<file path="src/rtl/enable_sequencer_if.sv">
// enable_sequencer_if
//   Bundles the configuration, request and status signals of the enable
//   sequencer. Clock and reset stay outside as plain ports.
//   master : drives cfg_we/cfg_idx/cfg_delay/start/stop, observes status
//   slave  : the sequencer itself
//   cfg_we, cfg_idx, cfg_delay : delay register write port
//   start, stop                : level-sampled sequence requests
//   en_out                     : registered stage enables
//   busy, all_on, done         : registered status (done is a 1-cycle pulse)
interface enable_sequencer_if #(
   parameter int NUM_STAGES = 4,
   parameter int CNT_W      = 16,
   parameter int IDX_W      = 2
);
   logic                  cfg_we;
   logic [IDX_W-1:0]      cfg_idx;
   logic [CNT_W-1:0]      cfg_delay;
   logic                  start;
   logic                  stop;
   logic [NUM_STAGES-1:0] en_out;
   logic                  busy;
   logic                  all_on;
   logic                  done;

   modport master (
      output cfg_we, cfg_idx, cfg_delay, start, stop,
      input  en_out, busy, all_on, done
   );

   modport slave (
      input  cfg_we, cfg_idx, cfg_delay, start, stop,
      output en_out, busy, all_on, done
   );
endinterface

</file>
<file path="src/rtl/enable_sequencer.sv">
// enable_sequencer
//   Raises NUM_STAGES enables one after another on start, each after its own
//   programmable delay, and lowers them in reverse order on stop. A stop
//   during power-up aborts it and unwinds only the stages already enabled.
//   clk   : rising-edge clock
//   rst_n : asynchronous active-low reset (drops all enables immediately)
//   bus   : enable_sequencer_if.slave (config port, start/stop, status)
module enable_sequencer #(
   parameter int NUM_STAGES    = 4,
   parameter int CNT_W         = 16,
   parameter int IDX_W         = 2,
   parameter int DEFAULT_DELAY = 10
) (
   input  logic               clk,
   input  logic               rst_n,
   enable_sequencer_if.slave  bus
);

   typedef enum logic [1:0] {IDLE, UP, ON, DOWN} state_t;

   state_t                state_reg, state_next;
   logic [IDX_W-1:0]      s_reg, s_next;
   logic [CNT_W-1:0]      cnt_reg, cnt_next;
   logic [NUM_STAGES-1:0] en_reg, en_next;
   logic                  busy_reg, busy_next;
   logic                  all_on_reg, all_on_next;
   logic                  done_reg, done_next;

   logic [CNT_W-1:0]      dly_reg [NUM_STAGES];
   logic [NUM_STAGES-1:0] dly_we;
   logic [NUM_STAGES-1:0] stage_sel;
   logic [CNT_W-1:0]      dly_cur;
   logic                  wr_en;
   logic                  matured;
   logic                  s_is_first;
   logic                  s_is_last;

   // Writes are accepted only while idle; an index with no matching stage
   // decodes to no write enable and is dropped.
   assign wr_en = bus.cfg_we && (state_reg == IDLE);

   genvar gi;
   generate
      for (gi = 0; gi < NUM_STAGES; gi++) begin : g_stage
         assign dly_we[gi]    = wr_en && (bus.cfg_idx == IDX_W'(gi));
         assign stage_sel[gi] = (s_reg == IDX_W'(gi));
      end
   endgenerate

   always_ff @(posedge clk or negedge rst_n) begin
      if (!rst_n) begin
         for (int i = 0; i < NUM_STAGES; i++) begin
            dly_reg[i] <= CNT_W'(DEFAULT_DELAY);
         end
      end else begin
         for (int i = 0; i < NUM_STAGES; i++) begin
            if (dly_we[i]) begin
               dly_reg[i] <= bus.cfg_delay;
            end
         end
      end
   end

   // Delay of the stage currently being timed, selected by the one-hot decode.
   always_comb begin
      dly_cur = '0;
      for (int i = 0; i < NUM_STAGES; i++) begin
         if (stage_sel[i]) begin
            dly_cur = dly_reg[i];
         end
      end
   end

   assign matured    = (cnt_reg == dly_cur);
   assign s_is_first = (s_reg == '0);
   assign s_is_last  = (s_reg == IDX_W'(NUM_STAGES - 1));

   always_comb begin
      state_next = state_reg;
      s_next     = s_reg;
      cnt_next   = cnt_reg;
      en_next    = en_reg;
      done_next  = 1'b0;

      case (state_reg)
         IDLE: begin
            // stop has priority over a simultaneous start
            if (!bus.stop && bus.start) begin
               state_next = UP;
               s_next     = '0;
               cnt_next   = '0;
            end
         end
         UP: begin
            if (bus.stop) begin
               // Abort: the stage being timed is never enabled, even if its
               // count matures on this edge.
               cnt_next = '0;
               if (s_is_first) begin
                  state_next = IDLE;
                  done_next  = 1'b1;
               end else begin
                  state_next = DOWN;
                  s_next     = s_reg - IDX_W'(1);
               end
            end else if (matured) begin
               en_next  = en_reg | stage_sel;
               cnt_next = '0;
               if (s_is_last) begin
                  state_next = ON;
               end else begin
                  s_next = s_reg + IDX_W'(1);
               end
            end else begin
               cnt_next = cnt_reg + CNT_W'(1);
            end
         end
         ON: begin
            en_next = '1;
            if (bus.stop) begin
               state_next = DOWN;
               s_next     = IDX_W'(NUM_STAGES - 1);
               cnt_next   = '0;
            end
         end
         DOWN: begin
            if (matured) begin
               en_next  = en_reg & ~stage_sel;
               cnt_next = '0;
               if (s_is_first) begin
                  state_next = IDLE;
                  done_next  = 1'b1;
               end else begin
                  s_next = s_reg - IDX_W'(1);
               end
            end else begin
               cnt_next = cnt_reg + CNT_W'(1);
            end
         end
         default: begin
            state_next = IDLE;
            en_next    = '0;
         end
      endcase

      // Status flags are registered from the next state so they line up
      // with the state they describe.
      busy_next   = (state_next == UP) || (state_next == DOWN);
      all_on_next = (state_next == ON);
   end

   always_ff @(posedge clk or negedge rst_n) begin
      if (!rst_n) begin
         state_reg  <= IDLE;
         s_reg      <= '0;
         cnt_reg    <= '0;
         en_reg     <= '0;
         busy_reg   <= 1'b0;
         all_on_reg <= 1'b0;
         done_reg   <= 1'b0;
      end else begin
         state_reg  <= state_next;
         s_reg      <= s_next;
         cnt_reg    <= cnt_next;
         en_reg     <= en_next;
         busy_reg   <= busy_next;
         all_on_reg <= all_on_next;
         done_reg   <= done_next;
      end
   end

   assign bus.en_out = en_reg;
   assign bus.busy   = busy_reg;
   assign bus.all_on = all_on_reg;
   assign bus.done   = done_reg;

endmodule

</file>
<file path="src/flat_wrapper.sv">
// flat-port wrapper written by rule: the top's interface ports become plain ports
module enable_sequencer_flat 
#(
   parameter int NUM_STAGES    = 4,
   parameter int CNT_W         = 16,
   parameter int IDX_W         = 2,
   parameter int DEFAULT_DELAY = 10
)
  (clk, rst_n, bus_cfg_we, bus_cfg_idx, bus_cfg_delay, bus_start, bus_stop, bus_en_out, bus_busy, bus_all_on, bus_done);
  enable_sequencer_if #(.NUM_STAGES(NUM_STAGES), .CNT_W(CNT_W), .IDX_W(IDX_W)) bus_i ();
  input  logic clk;
  input  logic rst_n;
  input wire logic [$bits(bus_i.cfg_we)-1:0] bus_cfg_we;
  input wire logic [$bits(bus_i.cfg_idx)-1:0] bus_cfg_idx;
  input wire logic [$bits(bus_i.cfg_delay)-1:0] bus_cfg_delay;
  input wire logic [$bits(bus_i.start)-1:0] bus_start;
  input wire logic [$bits(bus_i.stop)-1:0] bus_stop;
  output wire logic [$bits(bus_i.en_out)-1:0] bus_en_out;
  output wire logic [$bits(bus_i.busy)-1:0] bus_busy;
  output wire logic [$bits(bus_i.all_on)-1:0] bus_all_on;
  output wire logic [$bits(bus_i.done)-1:0] bus_done;
  assign bus_i.cfg_we = bus_cfg_we;
  assign bus_i.cfg_idx = bus_cfg_idx;
  assign bus_i.cfg_delay = bus_cfg_delay;
  assign bus_i.start = bus_start;
  assign bus_i.stop = bus_stop;
  assign bus_en_out = bus_i.en_out;
  assign bus_busy = bus_i.busy;
  assign bus_all_on = bus_i.all_on;
  assign bus_done = bus_i.done;
  enable_sequencer #(.NUM_STAGES(NUM_STAGES), .CNT_W(CNT_W), .IDX_W(IDX_W), .DEFAULT_DELAY(DEFAULT_DELAY)) u_core (.clk(clk), .rst_n(rst_n), .bus(bus_i));
endmodule
</file>
<file path="config.mk">
export PLATFORM = sky130hd
export DESIGN_NAME = enable_sequencer_flat
export DESIGN_NICKNAME = d
export VERILOG_FILES = /design/src/rtl/enable_sequencer_if.sv /design/src/rtl/enable_sequencer.sv /design/src/flat_wrapper.sv
export SDC_FILE = /design/constraint.sdc
export NUM_CORES = 1
export LEC_CHECK = 0
export CAP_MARGIN = 20
export CORE_MARGIN = 2
export CORE_UTILIZATION = 55
export CTS_BUF_LIST = sky130_fd_sc_hd__clkbuf_16
export CTS_CLUSTER_SIZE = 20
export DETAILED_ROUTE_END_ITERATION = 10
export GPL_TIMING_DRIVEN = 0
export PLACE_DENSITY = 0.75
export SKIP_LAST_GASP = 1
export SYNTH_ARGS = -nofsm -noshare
export SYNTH_HDL_FRONTEND = slang
export SYNTH_SLANG_ARGS = --single-unit
</file>
<file path="constraint.sdc">
create_clock -name clk -period 4.6 [get_ports clk]
set_clock_uncertainty 0.05 [all_clocks]
set_input_delay 0.46 -clock clk [delete_from_list [all_inputs] [get_ports clk]]
set_output_delay 0.46 -clock clk [all_outputs]
set_load 0.02 [all_outputs]
</file>
==> results.toml, run 1 <==
[run_status]
status = "finished clean"

[synthesis]
ys_async_sr_fraction_pct = 100
synthFlopType = "dfrtp_1"
synth_nets = 415
netlist_area_um2 = 4530
synth_top_area_share_pct = 45.3
yosysTopAreaCell = "dfrtp_1"
synth.distinct_cells = 53
syn_inst = 385
synth-edff-count = 0
ys_ff_latch = 90
yosys-top-cells-count = "dfrtp_1, mux2_2, o21ai_0, nor2_1"
ys_seq_area_share_pct = 49.9
synth_most_common_cell = "dfrtp_1"
ys_warn_count = 0
synth_area_per_cell_um2 = 11.8
synth.area.top_cells = "dfrtp_1, mux2_2, dfstp_2"

[setup_path]
ff2ff_path_depth = 13
critPathKind = "register to register"
path_cells = "inv_1 > ha_1 > buf_2 > buf_1 > a221oi_1 > o21ai_0 > nand4_1 > nor4_2 > and2_1 > buf_6 > buf_8 > o31ai_1 > a22o_1"
timing.rr.start = "u_core.s_reg[1]$_DFFE_PN0P_"
worstPathMaxFanout = 10
path_delay_family = "simple AND/OR/NAND/NOR gates"
worst_ep_required_time_ns = 4.77
slowest_delay_ns = 0.84
worstPathArrival_ns = 4.05
critPathSlowestCell = "nor4_2"
reg2reg_to = "u_core.cnt_reg[2]$_DFFE_PN0P_"
endpoint_kind = "register"
start_kind = "register"
reg2reg_slack_ns = 0.72
critPathBufInv = 5

[global_routing]
grt.overflow.total = 0
grt_pass1_wl_mm = 17.6
grt_max_degree = 65
antenna_found_initial = 0
grt_usage_pct = 26.0
grt_pass1_vias = 3431

[die]
boundaryPins = 30
fp-row-count = 33
die-area_um2 = 8980
core_um2 = 8090
die_y_um = 94.8
die_w_um = 94.8
start_util_pct = 56.0

[finish]
fillers = 624
largest_reg_flops = 64
fin_area_um2 = 5290
multiInputGateArea_um2 = 2130
post-route-util_pct = 65.4
nNetsFinal = 458
insertedDiodeCount = 0
drive_gt1_share_pct = 26.1
areaGrowthSynthToFinish_pct = 16.7
regArea_um2 = 2260

[clock_tree]
cts.repair.resized = 0
clk_path_buf_depth = 2
cts.clk_slew.worst_paths_ns = 0.07
cts_tree = "yes"
cts_hold_buf = 1
htreeDepth = 3
cts_sinks = 90
cts-root-buf = "clkbuf_16"
cts_setup_buffers = 0
insertion_delay_ns = 0.34
cts_buffers = 9

[placed_design]
placed_area_um2 = 4970
gp_congestion = 0.821
dp_hpwl_mm = 7.45
io_buffers = 28

[power_and_ir_drop]
ir_drop_mv = 0.314
power_w = 0.00259
cellLeakagePower_nw = 2.43
p_per_area_nw_per_um2 = 489

[route]
wl_mm = 10.7
vias = 3450
post_drt_wl_per_cell_um = 19.9
dr.first_iter.drc_count = 209
via_per_inst = 6.41
ant_nets = 0
drc = 0
first_pass_iters = 4

[timing]
setup_viol_count_final = 0
rsz0062_at_grt = "no"
hold_violations = 0
fin_setup_tns_ns = 0
fin_crit_ns = 3.88
relSlewSlack_pct = 35.9
tightestPinTransition_ns = 0.956
max_clock_freq_mhz = 258
slew_violations = 0
min_period_over_period_pct = 84.3

[min_path]
hp-class = "register to register"
whs_endpoint = "u_core.dly_reg[0]$_DFFE_PN0P_"
worst_hold_path.num_cells = 1
worstHoldStart = "u_core.dly_reg[0]$_DFFE_PN0P_"

[job]
maxCapViolations = 0
-- cells in the final DEF, fill, tap and decap left out, types with 3 or more instances in the layout --
master           instances
dfrtp_1                 82
mux2_2                  64
clkdlybuf4s50_1         27
o21ai_0                 19
nor2_1                  16
a221oi_1                14
o22ai_1                 14
nand2_1                 14
a22o_1                  14
o31ai_1                 13
or3_1                   12
nor2b_1                 11
nand4_1                  9
and3_1                   9
clkbuf_16                9
clkbuf_1                 8
dfstp_2                  8
buf_2                    7
ha_1                     7
inv_1                    5
nor3_1                   5
a21oi_1                  5
buf_6                    3
a31oi_1                  3
a31o_2                   3
nand3_1                  3
-- kinds of logic (layout without fill, tap and decap cells) --
group                    after synthesis  count (layout)  synth area share (%)
AO/OA/AOI/OAI                        100             100                  16.3
XOR/XNOR                               1               1                 0.193
adder cells (fa/ha/maj)                7               7                  1.93
buffers and inverters                 26              74                  3.06
flip-flops                            90              90                  49.9
multiplexers                          66              66                  16.3
AND/OR/NAND/NOR                       95              95                  12.2
-- power by group --
group	switching, W	internal, W	leakage, nW	total [W]
registers	0.0000815	0.000843	1.20	0.000925
clock network	0.000321	0.000425	0.142	0.000745
logic	0.000550	0.000368	1.09	0.000918
-- layer usage --
metal	track usage (%)	vias to the layer above	share of wire [%]	wire, um
met2	42.6	111	48	5180
met5	0	-	0	0
li1	-	1567	-	-
met1	35.0	1747	44	4760
met4	9.42	0	2.2	233
met3	4.07	25	5.1	550
-- through the flow --
| stage | hold slack, ns | setup slack, ns | std cells |
|---|---|---|---|
| global placement | 0.438 | -0.161 | 518 |
| detailed placement | 0.353 | 0.815 | 520 |
| floorplan | 0.114 | 1.44 | 385 |
| CTS | 0.457 | 0.772 | 537 |
| finish | 0.456 | 0.721 | 538 |
| global route | 0.472 | 0.446 | 538 |
-- how the worst max path moves through the flow --
stage | startpoint | to | slack, ns | depth (start not counted)
5_1_grt | u_core.s_reg[1]$_DFFE_PN0P_ | u_core.cnt_reg[10]$_DFFE_PN0P_ | 0.45 | 13
6_report | u_core.s_reg[1]$_DFFE_PN0P_ | u_core.cnt_reg[2]$_DFFE_PN0P_ | 0.72 | 13
2_1_floorplan | u_core.s_reg[0]$_DFFE_PN0P_ | u_core.cnt_reg[15]$_DFFE_PN0P_ | 1.44 | 13
3_5_place_dp | u_core.s_reg[1]$_DFFE_PN0P_ | u_core.cnt_reg[2]$_DFFE_PN0P_ | 0.81 | 13
3_3_place_gp | rst_n | u_core.dly_reg[22]$_DFFE_PN0P_ | -0.16 | 1
4_1_cts | u_core.s_reg[1]$_DFFE_PN0P_ | u_core.cnt_reg[2]$_DFFE_PN0P_ | 0.77 | 13
-- cell type report --
class / instances / area share (%)
buffer: 19 / 2.13
tap: 105 / 2.48
multi-input combinational: 269 / 40.3
sequential: 90 / 42.8
timing repair buffer: 32 / 6.15
clock buffer: 9 / 4.26
clock inverter: 7 / 1.44
inverter: 7 / 0.497
No activity file was read; power rests on OpenSTA's default activity.
==> run 2: changes to the inputs <==
Clock period 4.6 ns to 4 ns, I/O delays scaled along.
==> run 2 against run 1 <==
- routed wire length up 0.80%
- first-iteration DRC count down 0.48%
- non-clock buffer count is the same
==> results.toml, run 2 (synthesis results as in run 1) <==
[run_status]
status = "finished clean"

[die]
die_y_um = 94.8
die_w_um = 94.8
core_um2 = 8090
boundaryPins = 30
die-area_um2 = 8980
fp-row-count = 33
start_util_pct = 56.0

[global_routing]
met3_usage_pct = 4.07
grt_max_degree = 65
grtUsageMet2_pct = 42.6
grt.overflow.total = 0
grt_pass1_vias = 3431
use_met1_pct = 35.0
gr-max-usage-layer = "met2"
grt_pass1_wl_mm = 17.6
grt_usage_pct = 26.0
antenna_found_initial = 0

[timing]
worst_slack_ns = 0.358
relSlewSlack_pct = 37.4
slew_violations = 0
max_clock_freq_mhz = 275
tightestPinTransition_ns = 0.933
setup_viol_count_final = 0
min_period_over_period_pct = 91.1
fin_crit_ns = 3.64
fin_setup_tns_ns = 0
rsz0062_at_grt = "no"
hold_violations = 0

[setup_path]
reg2reg_to = "u_core.cnt_reg[2]$_DFFE_PN0P_"
endpoint_kind = "register"
slowest_delay_ns = 0.59
worstPathArrival_ns = 3.82
timing.rr.start = "u_core.s_reg[1]$_DFFE_PN0P_"
path_cells = "inv_1 > ha_1 > buf_2 > buf_1 > a221oi_1 > o21ai_0 > nand4_1 > nor4_4 > and2_1 > buf_6 > buf_8 > o31ai_1 > a22o_1"
start_kind = "register"
critPathSlowestCell = "nor4_4"
worst_ep_required_time_ns = 4.18
setup.worst_path.start = "u_core.s_reg[1]$_DFFE_PN0P_"
critPathKind = "register to register"
worstPathMaxFanout = 10
reg2reg_slack_ns = 0.36
ff2ff_path_depth = 13

[finish]
nNetsFinal = 458
areaGrowthSynthToFinish_pct = 16.9
fin_cells = 538
final_cell_mix = "dfrtp_1, mux2_2, clkdlybuf4s50_1"
drive_gt1_share_pct = 26.1
fin_area_um2 = 5300
largest_reg_flops = 64
final_common_cell = "dfrtp_1"
insertedDiodeCount = 0

[clock_tree]
cts_tree = "yes"
cts_buffers = 9
cts.clk_slew.worst_paths_ns = 0.07
insertion_delay_ns = 0.35
cts-root-buf = "clkbuf_16"
htreeDepth = 3
clk_path_buf_depth = 2
cts_sinks = 90

[placed_design]
placed_area_um2 = 4970
dp.cells = 520
gp_congestion = 0.821
io_buffers = 28
dp_slack_ns = 0.215
dp_hpwl_mm = 7.45

[min_path]
worstHoldStart = "bus_stop"
hp-class = "input pin to register"
whs_endpoint = "u_core.bus.all_on$_DFF_PN0_"
worst_hold_path.num_cells = 2

[route]
first_pass_iters = 4
wl_mm = 10.8
drc = 0
via_per_inst = 6.40
vias = 3441
dr.first_iter.drc_count = 208
post_drt_wl_per_cell_um = 20.1
ant_nets = 0

[power_and_ir_drop]
power_w = 0.00301
p_per_area_nw_per_um2 = 567
cellLeakagePower_nw = 2.44
ir_drop_mv = 0.383

[job]
maxCapViolations = 0
-- run 2: cell types whose count changed in the layout (fill, tap and decap cells not counted) --
cell and change:
nor4_4 +1, nor4_2 -1
-- run 2: layout make-up --
type                            count  area, um^2
Inverter                            7        26.3
Tap cell                          105         131
Sequential cell                    90        2260
Fill cell                         623        2790
Clock inverter                      7        76.3
Buffer                             19         113
Timing Repair Buffer               32         325
Multi-Input combinational cell    269        2140
Clock buffer                        9         225
-- run 2: what timing repair did --
action / CTS / global route
hold buffers: 1 / 0
endpoints found under the setup margin: 0 / 15
resized for setup: 0 / 1
endpoints found under the hold margin: 22 / 0
setup buffers: 0 / 0
-- run 2: critical path: cells and delay by family (launching register included) --
| kind | cells | cell delay, ns |
|---|---|---|
| AOI/OAI and AO/OA | 4 | 0.73 |
| adders and majority gates | 1 | 0.16 |
| buffers and inverters | 5 | 1.12 |
| DFF | 1 | 0.43 |
| and+or+nand+nor | 3 | 1.01 |
-- run 2: layer usage --
layer,part of all wire [%],vias to the layer above
met2,49,105
met4,1.6,0
met1,44,1755
met3,5.8,14
li1,-,1567
met5,0,-
-- run 2: worst max path at each step --
| stage | to | slack [ns] | cells past startpoint |
|---|---|---|---|
| detailed placement | u_core.cnt_reg[2]$_DFFE_PN0P_ | 0.21 | 13 |
| global placement | u_core.dly_reg[22]$_DFFE_PN0P_ | -0.70 | 1 |
| CTS | u_core.cnt_reg[2]$_DFFE_PN0P_ | 0.17 | 13 |
| global route | u_core.cnt_reg[10]$_DFFE_PN0P_ | 0.08 | 13 |
| floorplan | u_core.cnt_reg[15]$_DFFE_PN0P_ | 0.84 | 13 |
| finish | u_core.cnt_reg[2]$_DFFE_PN0P_ | 0.36 | 13 |
-- run 2: power breakdown --
group / total (W) / leakage [nW] / internal [W] / switching (W)
logic: 0.00108 / 1.09 / 0.000429 / 0.000651
clock network: 0.000862 / 0.142 / 0.000489 / 0.000373
registers: 0.00106 / 1.20 / 0.000970 / 0.0000943
total: 0.00301 / 2.44 / 0.00189 / 0.00112
-- run 2: per-stage QoR --
stage	hold slack [ns]	util (%)
floorplan	0.0544	-
global placement	0.438	61.1
detailed placement	0.293	61.5
CTS	0.448	65.3
global route	0.472	65.5
finish	0.450	65.5
